**config.mk**
```make
export PLATFORM = sky130hd
export DESIGN_NAME = phy_hard_reset_tx_flat
export DESIGN_NICKNAME = d
export VERILOG_FILES = /design/src/rtl/phy_hard_reset_tx_pkg.sv /design/src/rtl/phy_hard_reset_tx_if.sv /design/src/rtl/phy_hard_reset_tx_bit_timer.sv /design/src/rtl/phy_hard_reset_tx.sv /design/src/flat_wrapper.sv
export SDC_FILE = /design/constraint.sdc
export NUM_CORES = 1
export LEC_CHECK = 0
export ABC_AREA = 0
export CORE_ASPECT_RATIO = 1.25
export CORE_MARGIN = 1
export CORE_UTILIZATION = 56
export CTS_CLUSTER_DIAMETER = 150
export DETAILED_ROUTE_END_ITERATION = 12
export DONT_BUFFER_PORTS = 1
export PLACE_DENSITY = 0.71
export REMOVE_ABC_BUFFERS = 1
export SETUP_SLACK_MARGIN = 0.15
export SYNTH_ARGS = -nofsm -noshare
export SYNTH_HDL_FRONTEND = slang
export SYNTH_SLANG_ARGS = --single-unit
```
**constraint.sdc**
```tcl
create_clock -name CLK -period 3.05 [get_ports CLK]
set_input_delay 0.1525 -clock CLK [delete_from_list [all_inputs] [get_ports CLK]]
set_output_delay 0.1525 -clock CLK [all_outputs]
set_load 0.05 [all_outputs]
```
**src/rtl/phy_hard_reset_tx_pkg.sv**
```systemverilog
// Shared definitions for the PD PHY Hard Reset transmitter: FSM states, K-codes and
// frame geometry, plus the bit-index to NRZ-bit mapping of the Hard Reset frame.
package phy_hard_reset_tx_pkg;

    typedef enum logic [2:0] {
        ST_IDLE      = 3'd0,
        ST_WAIT_IDLE = 3'd1,
        ST_PREAMBLE  = 3'd2,
        ST_ORDSET    = 3'd3,
        ST_DONE      = 3'd4,
        ST_FAIL      = 3'd5
    } state_e;

    localparam logic [4:0] K_RST1 = 5'b00111;
    localparam logic [4:0] K_RST2 = 5'b11001;

    localparam int PREAMBLE_BITS = 64;
    localparam int ORDSET_BITS   = 20;
    localparam int FRAME_BITS    = PREAMBLE_BITS + ORDSET_BITS;
    localparam int K_BITS        = 5;
    localparam int RST1_REPEATS  = 3;

    // Preamble alternates starting with 0; ordered set is RST-1 x3 then RST-2, each LSB first.
    function automatic logic frame_bit(input logic [6:0] idx);
        logic [6:0] os_idx;
        logic [4:0] code;
        logic [2:0] pos;
        if (idx < 7'(PREAMBLE_BITS)) begin
            return idx[0];
        end
        os_idx = idx - 7'(PREAMBLE_BITS);
        code   = (os_idx < 7'(RST1_REPEATS * K_BITS)) ? K_RST1 : K_RST2;
        pos    = 3'(os_idx % 7'(K_BITS));
        return code[pos];
    endfunction

endpackage

```
**src/rtl/phy_hard_reset_tx_if.sv**
```systemverilog
// TCPC/receiver-facing signal bundle of the Hard Reset transmitter.
// master = TCPC/receiver side, slave = the transmitter.
interface phy_hard_reset_tx_if;

    logic PHY_HARD_RESET_REQ;
    logic PHY_Stop_Attempting_Reset;
    logic CC_BUSY;
    logic TX_DATA;
    logic TX_EN;
    logic PHY_ACK;
    logic PHY_FAIL;
    logic BUSY;

    modport master (
        output PHY_HARD_RESET_REQ,
        output PHY_Stop_Attempting_Reset,
        output CC_BUSY,
        input  TX_DATA,
        input  TX_EN,
        input  PHY_ACK,
        input  PHY_FAIL,
        input  BUSY
    );

    modport slave (
        input  PHY_HARD_RESET_REQ,
        input  PHY_Stop_Attempting_Reset,
        input  CC_BUSY,
        output TX_DATA,
        output TX_EN,
        output PHY_ACK,
        output PHY_FAIL,
        output BUSY
    );

endinterface

```
**src/rtl/phy_hard_reset_tx_bit_timer.sv**
```systemverilog
// Bit timer: divides CLK by BIT_DIV and counts frame bits 0..FRAME_BITS-1 while run is high.
// Both counters clear whenever run is low so every frame starts from bit 0, cycle 0.
module phy_hard_reset_tx_bit_timer
    import phy_hard_reset_tx_pkg::*;
#(
    parameter int BIT_DIV = 4
) (
    input  logic       clk,
    input  logic       rst_n,
    input  logic       run,
    output logic       bit_tick,
    output logic [6:0] bit_idx
);

    localparam int              DIV_W    = $clog2(BIT_DIV);
    localparam logic [DIV_W-1:0] DIV_LAST = DIV_W'(BIT_DIV - 1);
    localparam logic [6:0]       LAST_IDX = 7'(FRAME_BITS - 1);

    logic [DIV_W-1:0] div_q, div_d;
    logic [6:0]       bit_q, bit_d;

    assign bit_tick = run && (div_q == DIV_LAST);
    assign bit_idx  = bit_q;

    always_comb begin
        div_d = '0;
        bit_d = '0;
        if (run) begin
            if (bit_tick) begin
                bit_d = (bit_q == LAST_IDX) ? 7'd0 : bit_q + 7'd1;
            end else begin
                div_d = div_q + 1'b1;
                bit_d = bit_q;
            end
        end
    end

    always_ff @(posedge clk or negedge rst_n) begin
        if (!rst_n) begin
            div_q <= '0;
            bit_q <= '0;
        end else begin
            div_q <= div_d;
            bit_q <= bit_d;
        end
    end

endmodule

```
**src/rtl/phy_hard_reset_tx.sv**
```systemverilog
// PHY-side Hard Reset transmitter: on a request edge waits for an idle CC line, then sends
// the 64-bit preamble and RST-1 x3 / RST-2 as NRZ bits, reporting PHY_ACK or PHY_FAIL.
module phy_hard_reset_tx
    import phy_hard_reset_tx_pkg::*;
#(
    parameter int BIT_DIV      = 4,
    parameter int IDLE_TIMEOUT = 64
) (
    input logic                 CLK,
    input logic                 reset,
    phy_hard_reset_tx_if.slave  bus
);

    localparam int              TO_W     = $clog2(IDLE_TIMEOUT + 1);
    localparam logic [TO_W-1:0] TO_LAST  = TO_W'(IDLE_TIMEOUT - 1);
    localparam logic [6:0]      PRE_LAST = 7'(PREAMBLE_BITS - 1);
    localparam logic [6:0]      FRM_LAST = 7'(FRAME_BITS - 1);

    state_e          state_q, state_d;
    logic            req_q, req_d;
    logic [TO_W-1:0] to_q, to_d;
    logic            start;
    logic            stop;
    logic            tx_active;
    logic            bit_tick;
    logic [6:0]      bit_idx;

    assign stop      = bus.PHY_Stop_Attempting_Reset;
    assign start     = bus.PHY_HARD_RESET_REQ & ~req_q;
    assign tx_active = (state_q == ST_PREAMBLE) || (state_q == ST_ORDSET);

    phy_hard_reset_tx_bit_timer #(
        .BIT_DIV (BIT_DIV)
    ) u_bit_timer (
        .clk      (CLK),
        .rst_n    (reset),
        .run      (tx_active),
        .bit_tick (bit_tick),
        .bit_idx  (bit_idx)
    );

    // Stop has priority in every non-idle state, including the transition into DONE/FAIL.
    always_comb begin
        state_d = state_q;
        to_d    = '0;
        req_d   = bus.PHY_HARD_RESET_REQ;
        unique case (state_q)
            ST_IDLE: begin
                if (start && !stop) state_d = ST_WAIT_IDLE;
            end
            ST_WAIT_IDLE: begin
                if (stop)                 state_d = ST_IDLE;
                else if (!bus.CC_BUSY)    state_d = ST_PREAMBLE;
                else if (to_q == TO_LAST) state_d = ST_FAIL;
                else                      to_d    = to_q + 1'b1;
            end
            ST_PREAMBLE: begin
                if (stop)                                state_d = ST_IDLE;
                else if (bit_tick && bit_idx == PRE_LAST) state_d = ST_ORDSET;
            end
            ST_ORDSET: begin
                if (stop)                                state_d = ST_IDLE;
                else if (bit_tick && bit_idx == FRM_LAST) state_d = ST_DONE;
            end
            ST_DONE, ST_FAIL: state_d = ST_IDLE;
            default:          state_d = ST_IDLE;
        endcase
    end

    always_ff @(posedge CLK or negedge reset) begin
        if (!reset) begin
            state_q <= ST_IDLE;
            req_q   <= 1'b0;
            to_q    <= '0;
        end else begin
            state_q <= state_d;
            req_q   <= req_d;
            to_q    <= to_d;
        end
    end

    // Outputs decode straight from the state register so reset clears them without a clock.
    assign bus.TX_EN    = tx_active;
    assign bus.TX_DATA  = tx_active & frame_bit(bit_idx);
    assign bus.PHY_ACK  = (state_q == ST_DONE) & ~stop;
    assign bus.PHY_FAIL = (state_q == ST_FAIL) & ~stop;
    assign bus.BUSY     = (state_q != ST_IDLE);

endmodule

```
**src/flat_wrapper.sv**
```systemverilog
// flat-port wrapper written by rule: the top's interface ports become plain ports
module phy_hard_reset_tx_flat import phy_hard_reset_tx_pkg::*;
#(
    parameter int BIT_DIV      = 4,
    parameter int IDLE_TIMEOUT = 64
)
  (CLK, reset, bus_PHY_HARD_RESET_REQ, bus_PHY_Stop_Attempting_Reset, bus_CC_BUSY, bus_TX_DATA, bus_TX_EN, bus_PHY_ACK, bus_PHY_FAIL, bus_BUSY);
  phy_hard_reset_tx_if bus_i ();
  input logic CLK;
  input logic reset;
  input wire logic [$bits(bus_i.PHY_HARD_RESET_REQ)-1:0] bus_PHY_HARD_RESET_REQ;
  input wire logic [$bits(bus_i.PHY_Stop_Attempting_Reset)-1:0] bus_PHY_Stop_Attempting_Reset;
  input wire logic [$bits(bus_i.CC_BUSY)-1:0] bus_CC_BUSY;
  output wire logic [$bits(bus_i.TX_DATA)-1:0] bus_TX_DATA;
  output wire logic [$bits(bus_i.TX_EN)-1:0] bus_TX_EN;
  output wire logic [$bits(bus_i.PHY_ACK)-1:0] bus_PHY_ACK;
  output wire logic [$bits(bus_i.PHY_FAIL)-1:0] bus_PHY_FAIL;
  output wire logic [$bits(bus_i.BUSY)-1:0] bus_BUSY;
  assign bus_i.PHY_HARD_RESET_REQ = bus_PHY_HARD_RESET_REQ;
  assign bus_i.PHY_Stop_Attempting_Reset = bus_PHY_Stop_Attempting_Reset;
  assign bus_i.CC_BUSY = bus_CC_BUSY;
  assign bus_TX_DATA = bus_i.TX_DATA;
  assign bus_TX_EN = bus_i.TX_EN;
  assign bus_PHY_ACK = bus_i.PHY_ACK;
  assign bus_PHY_FAIL = bus_i.PHY_FAIL;
  assign bus_BUSY = bus_i.BUSY;
  phy_hard_reset_tx #(.BIT_DIV(BIT_DIV), .IDLE_TIMEOUT(IDLE_TIMEOUT)) u_core (.CLK(CLK), .reset(reset), .bus(bus_i));
endmodule
```
### Word level (Yosys, flattened, before mapping)

Cells that the tools add are included.

* $lt $le $gt $ge: 3
* reductions and logical operators: 9
* bitwise logic cells: 6
* eq/ne operators: 14
* add/subtract/negate cells: 4
* div/mod/pow operators: 1
* mux-type cells: 24

Operator list (number)
* $mux 7: 7
* $mux 3: 8
* $add 7x1->7 const B: 2
* $eq 7x6->1 const B: 2
* $pmux 3 s4: 1
* $eq 7x7->1 const B: 1
* $lt 7x4->1 const B: 1
* $lt 7x7->1 const B: 1
* $mod 7x3->7 const B: 1
* $sub 7x7->7 const B: 1
* $eq 3x2->1 const B: 2
* $eq 3x3->1 const B: 2
* $ne 3x3->1 const B: 2
* $mux 5: 1
* $and 1x1->1: 4
* $logic_and 1x1->1: 4
* $lt 3x4->1 const B: 1
* $mux 1: 4
* $mux 2: 2
* $ne 4x3->1 const B: 1
* $reduce_and 4->1: 1
* $bmux 1 s3: 1
* $eq 3x1->1 const B: 1
* $logic_not 3->1: 1
* 8 further kinds: 9

* flip-flop bits (word level): 20
* output and inout port bits: 5
* word-level logic and storage cells: 66
* input bits: 5

### Longest topological paths before layout

Gate-level depths: netlist of run 1.

* word-level depth: 7
* depth in mapped cells: 17

### Hierarchy

From an unflattened synthesis of run 1, not the netlist that was laid out.

* cell total of the unflattened synthesis: 208
* area total of the unflattened synthesis: 1754.2 um2

By module, submodules not included
* phy_hard_reset_tx: cells each 160, seq. area each 275.3 um2, area an instance 1261.2 um2, times used 1
* phy_hard_reset_tx_bit_timer: cells each 48, seq. area each 225.2 um2, area an instance 493.0 um2, times used 1

### Worst setup path before layout of run 1

No wires, ideal clock.

* path kind: reg2out
* from: register u_core.u_bit_timer.bit_q[0], in the netlist u_core.u_bit_timer.bit_idx[0]
* to: output bus_TX_DATA
* stages on the path, launching flop included: 18
* data arrival time: 3549 ps
* slack: -651 ps
* path through: dfrtp_1 > clkbuf_8 > inv_1 > ha_1 > nand4b_1 > a31oi_1 > a2111oi_4 > a31oi_4 > nor3b_1 > o21ai_0 > o221a_2 > inv_1 > ha_1 > inv_1 > maj3_1 > and3_2 > o32ai_1 > a41oi_1

* word-level cells in the longest chain between the ends: 7
* elaborated cells on any way between the ends: 11
* those cells by class: add/sub: 1; div: 1; order compare: 2; mux: 6; bitwise: 1

RTL lines
* start: declaration: RTL line phy_hard_reset_tx_bit_timer.sv:20 `logic [6:0] bit_q, bit_d;`
* start signal: assignment: RTL line phy_hard_reset_tx_bit_timer.sv:44 `bit_q <= bit_d;`
* branches (longest 5 deep; another with $sub 7x7->7)
* $mux 1 *: RTL line phy_hard_reset_tx_pkg.sv:31 `os_idx = idx - 7'(PREAMBLE_BITS);`
* $and 1x1->1 *: RTL line phy_hard_reset_tx.sv:84 `assign bus.TX_DATA = tx_active & frame_bit(bit_idx);`
* end: declaration: RTL line flat_wrapper.sv:14 `output wire logic [$bits(bus_i.TX_DATA)-1:0] bus_TX_DATA;`

Mark *: on every way between the ends. The select of a mux whose other input is x is not followed.

### Worst setup path in the final report of run 1

* from: register u_core.u_bit_timer.bit_q[5], in the netlist u_core.u_bit_timer.bit_idx[5]
* to: output bus_TX_DATA

Same word-level chain as after synthesis.

==> run metrics, run 1 <==
WP data arrival=3.56 ns; Top FF cell, synth=dfrtp_1; final setup TNS=-0.6635 ns; Synth area leaders=dfrtp_1, ha_1, nor2_1, clkbuf_8, a21oi_1; # DRC=0; crit share post-route=1.218; highest clock rate=0.2693 GHz; WL final=4.107 mm; Crit path top cell by count=buf_4; CP endpoint kind=output port; Final setup violation count=1; Core ar.=2759 um2; Port Buffers=0; largest net degree at the start of global routing=21; Cells after DPL=240; fraction of registers with async set or reset after synthesis=1.000; GRT Total Usage=0.2754; cts bufs inserted=3; die area=3186 um2; Worst-path clk slew=0.11 ns; Seq/Total Area, Yosys=0.3017; VDD IR-drop max=317.8 uV; status=finished with violations; Hold Path Class=in -> reg; Slew @ Worst Pin=0.9115 ns; Synth Area in Compound Gates=0.2225; htree depth=1; diode count=0; Sink Count=20; number of flops mapped to enable cells by yosys=0; Final WS setup=-0.6635 ns; post-synthesis cell type count=55; Initial Utilization=0.6014; critical path launch point type=flip-flop; Iteration-0 DRC Markers=54; top cell type's share of synthesized area=0.3017; Max Cap Viol=0; GPL Wtd Cong=0.8912; fin nets=233; Buf/Inv on CP=3; routed vias=1543; critical-path maximum fanout=7; GRT Residual Overflow=0; post-synthesis mux area share=0.006033; layout cells sized above 1=0.3318; Cells after Synth=187; Syn Area/Cell=8.872 um2; Fin. Hold Viols=0; Root Buffer=clkbuf_4; worst-path cell chain=buf_4 -> nand4bb_1 -> a21oi_1 -> a41oi_2 -> a31oi_4 -> a22oi_2 -> o221a_2 -> inv_2 -> ha_4 -> nor3_2 -> or4_1 -> o32ai_2 -> a41oi_1 -> buf_4; largest family of logic cells by synthesized area=simple AND/OR/NAND/NOR gates; Worst path slowest cell=dfrtp_2; CP required=2.90 ns; leak pwr=0.0008528 uW; I/O pin total=10; antenna violations before repair=0; Die Span Y=62.86 um; clk_skew=0.001665 ns; Pwr per Cell Area=330.6 nW/um2; post-route minimum period=3.714 ns; pre-CTS setup slack=-0.4974 ns; Area Growth Syn to Fin=24.51%; post-synthesis simple-gate area fraction=0.2949; adder-cell share of the synthesized area=0.05882; most common cell in the synthesized netlist=dfrtp_1; Die X=50.69 um; relative slew slack=0.3903; Ys Warns=0; CP Depth=14; HPWL after DPL=2.844 mm; deepest clock path buffer count=2; type of the worst setup path=reg -> out; Final ANT Viol Nets=0; Post-synth top cells=dfrtp_1, nor2_1, a21oi_1, o21ai_0, nand2_1; DR WL/cell=16.17 um; Pre-antenna DRT Iters=5; XOR/XNOR Fraction of Synth Area=0.03167; post-synth top area cell=dfrtp_1; CP top delay family=compound AO/OA/AOI/OAI gates; worst r2r path cells=9; hold path cells=3; post-synthesis register bit count=20; Slew Viols, Final=0; Finished Layout Cells=254; Vias/cell=6.075; failing checks=negative setup slack; FP Rows=21; RSZ-0062 raised after global routing=yes; CTS tree=yes; CP max stage delay=0.49 ns; Mapped Area=1659 um2; Clock Latency Late Sink=0.29 ns; vias in the first global route=1481; first-pass GRT wire length=6.789 mm
==> cell type report <==
type,instances,area (um2)
repair buffers,38,307.8
fillers,205,693.2
inverters,8,30.03
well taps,34,42.54
flip-flops and latches,20,504.2
multi-input cells,150,1145
clock buffers,4,36.28
==> kinds of logic (layout without fill, tap and decap cells) <==
family,Yosys count,in the layout
mux,1,1
simple gates,86,86
fa+ha+maj,8,8
compound gates,49,49
buf+inv,17,50
flops,20,20
xor+xnor,6,6
==> routing by layer <==
metal	share of wire	global-route usage	vias up
li1	-	-	752
met1	0.44	0.3405	754
met2	0.53	0.4983	31
met3	0.016	0.01703	6
met4	0.015	0.08333	0
met5	0	0	-
==> sequential cells by signal (all words and copies together) (netlist names) <==
register,flops
u_core.to_q,7
u_core.u_bit_timer.bit_idx,7
u_core.state_q,3
u_core.req_q,1
u_core.u_bit_timer.div_q,2
==> repair_timing <==
action,CTS,global route
buffers inserted,2,5
endpoints found under the hold margin,22,0
hold buffers,3,0
resized for setup,19,10
pin swaps,8,6
endpoints found under the setup margin,1,1
==> per-stage QoR <==
stage,hold WS (ns),instance area (um2),total power [uW],util
4_1_cts,0.05891,1991,684.9,0.7215
2_1_floorplan,-0.1431,1549,488.8,-
3_5_place_dp,-0.1426,1808,527.2,0.6553
6_report,0.06559,2066,682.8,0.7488
5_1_grt,0.09633,2066,727.4,0.7488
3_3_place_gp,-0.1427,1808,521.7,0.6553
==> worst min-delay path, cell delays in order <==
cell and delay, ns:
nor2b_1 0.05, nand2_1 0.06, o21ai_0 0.06
==> cell usage in the layout, fill, tap and decap left out, types with 2 or more instances in the layout <==
master and count:
buf_4 31, nor2_1 19, dfrtp_1 17, a21oi_1 12, o21ai_0 12, nand2_1 11
inv_1 7, nor3_1 6, nand3_1 5, ha_1 5, nand2b_1 4, xnor2_1 4
and2_1 4, nor4_1 4, o31ai_1 4, buf_6 4, nor2b_1 3, a31oi_4 3
nand3b_1 3, nor3_2 3, nand4_1 3, clkbuf_4 3, dlygate4sd3_1 3, dfrtp_2 3
or3_1 2, and3_1 2, o21bai_1 2, xor2_1 2, and2b_2 2, o211ai_2 2
and3_4 2, ha_4 2
==> report_power, final <==
part           internal (uW)  switching [uW]  leakage (uW)  total [uW]
registers                291            32.6      0.000268         323
clock network           72.8            78.1     0.0000210         151
logic                   57.2             151      0.000563         209
==> worst paths after layout <==
path                                                           start                                        end  slack (ns)
max in group asynchronous                                      reset  u_core.u_bit_timer.bit_idx[2]$_DFFE_PN0P_        2.01
setup / recovery           u_core.u_bit_timer.bit_idx[5]$_DFFE_PN0P_                                bus_TX_DATA       -0.66
setup reg to reg           u_core.u_bit_timer.bit_idx[5]$_DFFE_PN0P_  u_core.u_bit_timer.bit_idx[5]$_DFFE_PN0P_        0.82
hold reg to reg                u_core.u_bit_timer.div_q[0]$_DFF_PN0_      u_core.u_bit_timer.div_q[0]$_DFF_PN0_        0.45
min in group asynchronous                                      reset              u_core.state_q[2]$_DFFE_PN0P_        0.42
hold / removal                         bus_PHY_Stop_Attempting_Reset              u_core.state_q[1]$_DFFE_PN0P_        0.07
(Power assumes the default switching activity.)
==> run 2: changes to the inputs <==
--- a/config.mk
+++ b/config.mk
@@ -12,6 +12,8 @@
 export CTS_CLUSTER_DIAMETER = 150
 export DETAILED_ROUTE_END_ITERATION = 12
 export DONT_BUFFER_PORTS = 1
+export GPL_TIMING_DRIVEN = 0
+export MAX_ROUTING_LAYER = met4
 export PLACE_DENSITY = 0.71
 export REMOVE_ABC_BUFFERS = 1
 export SETUP_SLACK_MARGIN = 0.15
==> run 2 against run 1 <==
  * The flow still finishes with violations (negative setup slack)
  * Clock-buffer cell count decreased by 1
  * Global-route usage is 0.12 points higher
  * Die area did not move
  * Sequential cell count unchanged
  * Sequential share of layout area is 0.59 points higher
  * Fmax increased by 0.18%
  * Register-to-register slack better by 0.13 ns
  * First-iteration DRC count down 5.6%
  * Combinational power barely moved
  * Critical path type unchanged
  * Highest routed layer unchanged
==> run metrics, run 2 (same netlist as run 1, synthesis figures left out) <==
Pwr per Cell Area=323.8 nW/um2 (-2.1%); htree depth=1 (unchanged); Slew Viols, Final=0 (unchanged); WP data arrival=3.55 ns (about the same); Clock Latency Late Sink=0.29 ns (about the same); Finished Layout Cells=240 (-5.5%); Fin. Hold Viols=0 (unchanged); CTS tree=yes; failing checks=negative setup slack; critical-path maximum fanout=6 (-1); crit share post-route=1.215 (-0.002128); Sink Count=20 (unchanged); Final setup violation count=1 (unchanged); Root Buffer=clkbuf_4; cts bufs inserted=3 (unchanged); Max Cap Viol=0 (unchanged); largest net degree at the start of global routing=21 (unchanged); GPL Wtd Cong=0.7716 (-13%); met2 usage=0.4783 (-0.02000); VDD IR-drop max=276.7 uV (-13%); leak pwr=0.0007719 uW (-9.5%); worst-path cell chain=buf_6 -> or2b_4 -> o221ai_4 -> a221oi_4 -> and3_4 -> a22oi_2 -> o221a_2 -> inv_2 -> ha_4 -> nor3_2 -> or4_4 -> o32ai_4 -> a41oi_4; routed vias=1508 (-2.3%); diode count=0 (unchanged); # DRC=0 (unchanged); die area=3186 um2 (unchanged); status=finished with violations; Slew @ Worst Pin=1.186 ns (+0.2742 ns); vias in the first global route=1503 (+1.5%); GRT Total Usage=0.2766 (+0.001186); Reg2Reg Setup Slack=0.95 ns (+0.13 ns); Core ar.=2759 um2 (unchanged); met3 Track Usage GR=0.01460 (-0.002433); Pre-antenna DRT Iters=4 (-1); R2R Path End=u_core.u_bit_timer.bit_idx[5]$_DFFE_PN0P_; Worst path slowest cell=or4_4; Cells after DPL=212 (-12%); Worst-path clk slew=0.11 ns (about the same); GR peak layer=met2; Iteration-0 DRC Markers=51 (-5.6%); worst r2r path cells=8 (-1); CP required=2.90 ns (about the same); type of the worst setup path=reg -> out; Fin Hold WS=0.08533 ns (+0.01974 ns); DR WL/cell=17.39 um (+7.5%); Final ANT Viol Nets=0 (unchanged); critical path launch point type=flip-flop; GRT Residual Overflow=0 (unchanged); highest clock rate=0.2698 GHz (+0.18%); hold_sp=bus_PHY_Stop_Attempting_Reset; Vias/cell=6.283 (+3.4%); HPWL after DPL=2.396 mm (-16%); Die Span Y=62.86 um (unchanged); relative slew slack=0.2074 (-0.1829); Hold Path Sink=u_core.state_q[1]$_DFFE_PN0P_; Area Growth Syn to Fin=22.78%; RSZ-0062 raised after global routing=yes; CP max stage delay=0.49 ns (about the same); Final WS setup=-0.6570 ns (+0.006490 ns); Hold Path Class=in -> reg; Initial Utilization=0.6014 (unchanged); Die X=50.69 um (unchanged); CP endpoint kind=output port; commonest cells after routing, fill and taps aside=nor2_1, buf_4, dfrtp_1; GRT met1 Usage=0.3440 (+0.003530); post-route minimum period=3.707 ns (-0.006490 ns); first-pass GRT wire length=6.734 mm (-0.81%); Port Buffers=0 (unchanged); clk_skew=0.004589 ns (+0.002924 ns); fin nets=220 (-5.6%); layout cells sized above 1=0.3398 (+0.007988); RR Startpoint=u_core.u_bit_timer.bit_idx[0]$_DFFE_PN0P_; WL final=4.173 mm (+1.6%); I/O pin total=10 (unchanged); pre-CTS setup slack=-1.268 ns (-0.7709 ns); antenna violations before repair=0 (unchanged); FP Rows=21 (unchanged); hold path cells=3 (unchanged); deepest clock path buffer count=2 (unchanged)
[run 2: power by group]
group	switching [uW]	internal, uW	leakage (uW)	total, uW
Combinational	156	56.3	0.000496	212
Clock	76.2	46.0	0.0000138	122
Sequential	34.4	291	0.000262	325
Total	266	393	0.000772	660
[run 2: worst max-delay path by stage]
stage,start,end,cells after the start
floorplan,u_core.u_bit_timer.bit_idx[0]$_DFFE_PN0P_,bus_TX_DATA,16
global placement,u_core.u_bit_timer.bit_idx[0]$_DFFE_PN0P_,bus_TX_DATA,16
detailed placement,u_core.u_bit_timer.bit_idx[0]$_DFFE_PN0P_,bus_TX_DATA,16
CTS,u_core.u_bit_timer.bit_idx[2]$_DFFE_PN0P_,bus_TX_DATA,13
global route,u_core.u_bit_timer.bit_idx[2]$_DFFE_PN0P_,bus_TX_DATA,14
finish,u_core.u_bit_timer.bit_idx[2]$_DFFE_PN0P_,bus_TX_DATA,13
[run 2: metrics by stage]
stage / util / total power (uW) / instance area [um2] / setup TNS [ns]
final: 0.7383 / 659.5 / 2037 / -0.6570
after detailed placement: 0.5791 / 531.3 / 1598 / -1.268
after global routing: 0.7383 / 697.1 / 2037 / -0.7784
after global placement: 0.5769 / 517.9 / 1592 / -1.212
after floorplan: - / 488.8 / 1549 / -0.8143
after CTS: 0.6893 / 660.4 / 1902 / -0.6412
[run 2: worst max-delay path: cells and delay by family (launching register included)]
| kind | cells | cell delay, ns |
|---|---|---|
| DFF | 1 | 0.43 |
| buffers and inverters | 2 | 0.20 |
| adders and majority gates | 1 | 0.14 |
| AOI/OAI and AO/OA | 6 | 1.43 |
| and+or+nand+nor | 4 | 1.04 |
[run 2: layout make-up]
cell class / count / area [um2]
well taps: 34 / 42.54
multi-input cells: 150 / 1226
clock buffers: 3 / 22.52
inverters: 8 / 30.03
flip-flops and latches: 20 / 509.2
repair buffers: 25 / 206.4
fillers: 209 / 721.9
[run 2: metal layers]
metal / part of all wire / vias up
met5: 0 / -
met4: 0.016 / 0
met3: 0.038 / 10
met2: 0.51 / 46
met1: 0.43 / 723
li1: - / 729
[run 2: repair_timing]
action | in CTS | in global routing
hold endpoints to repair | 22 | 0
resized for setup | 28 | 23
setup endpoints to repair | 1 | 1
pin swaps | 8 | 10
hold buffers | 3 | 0
setup buffers | 16 | 6
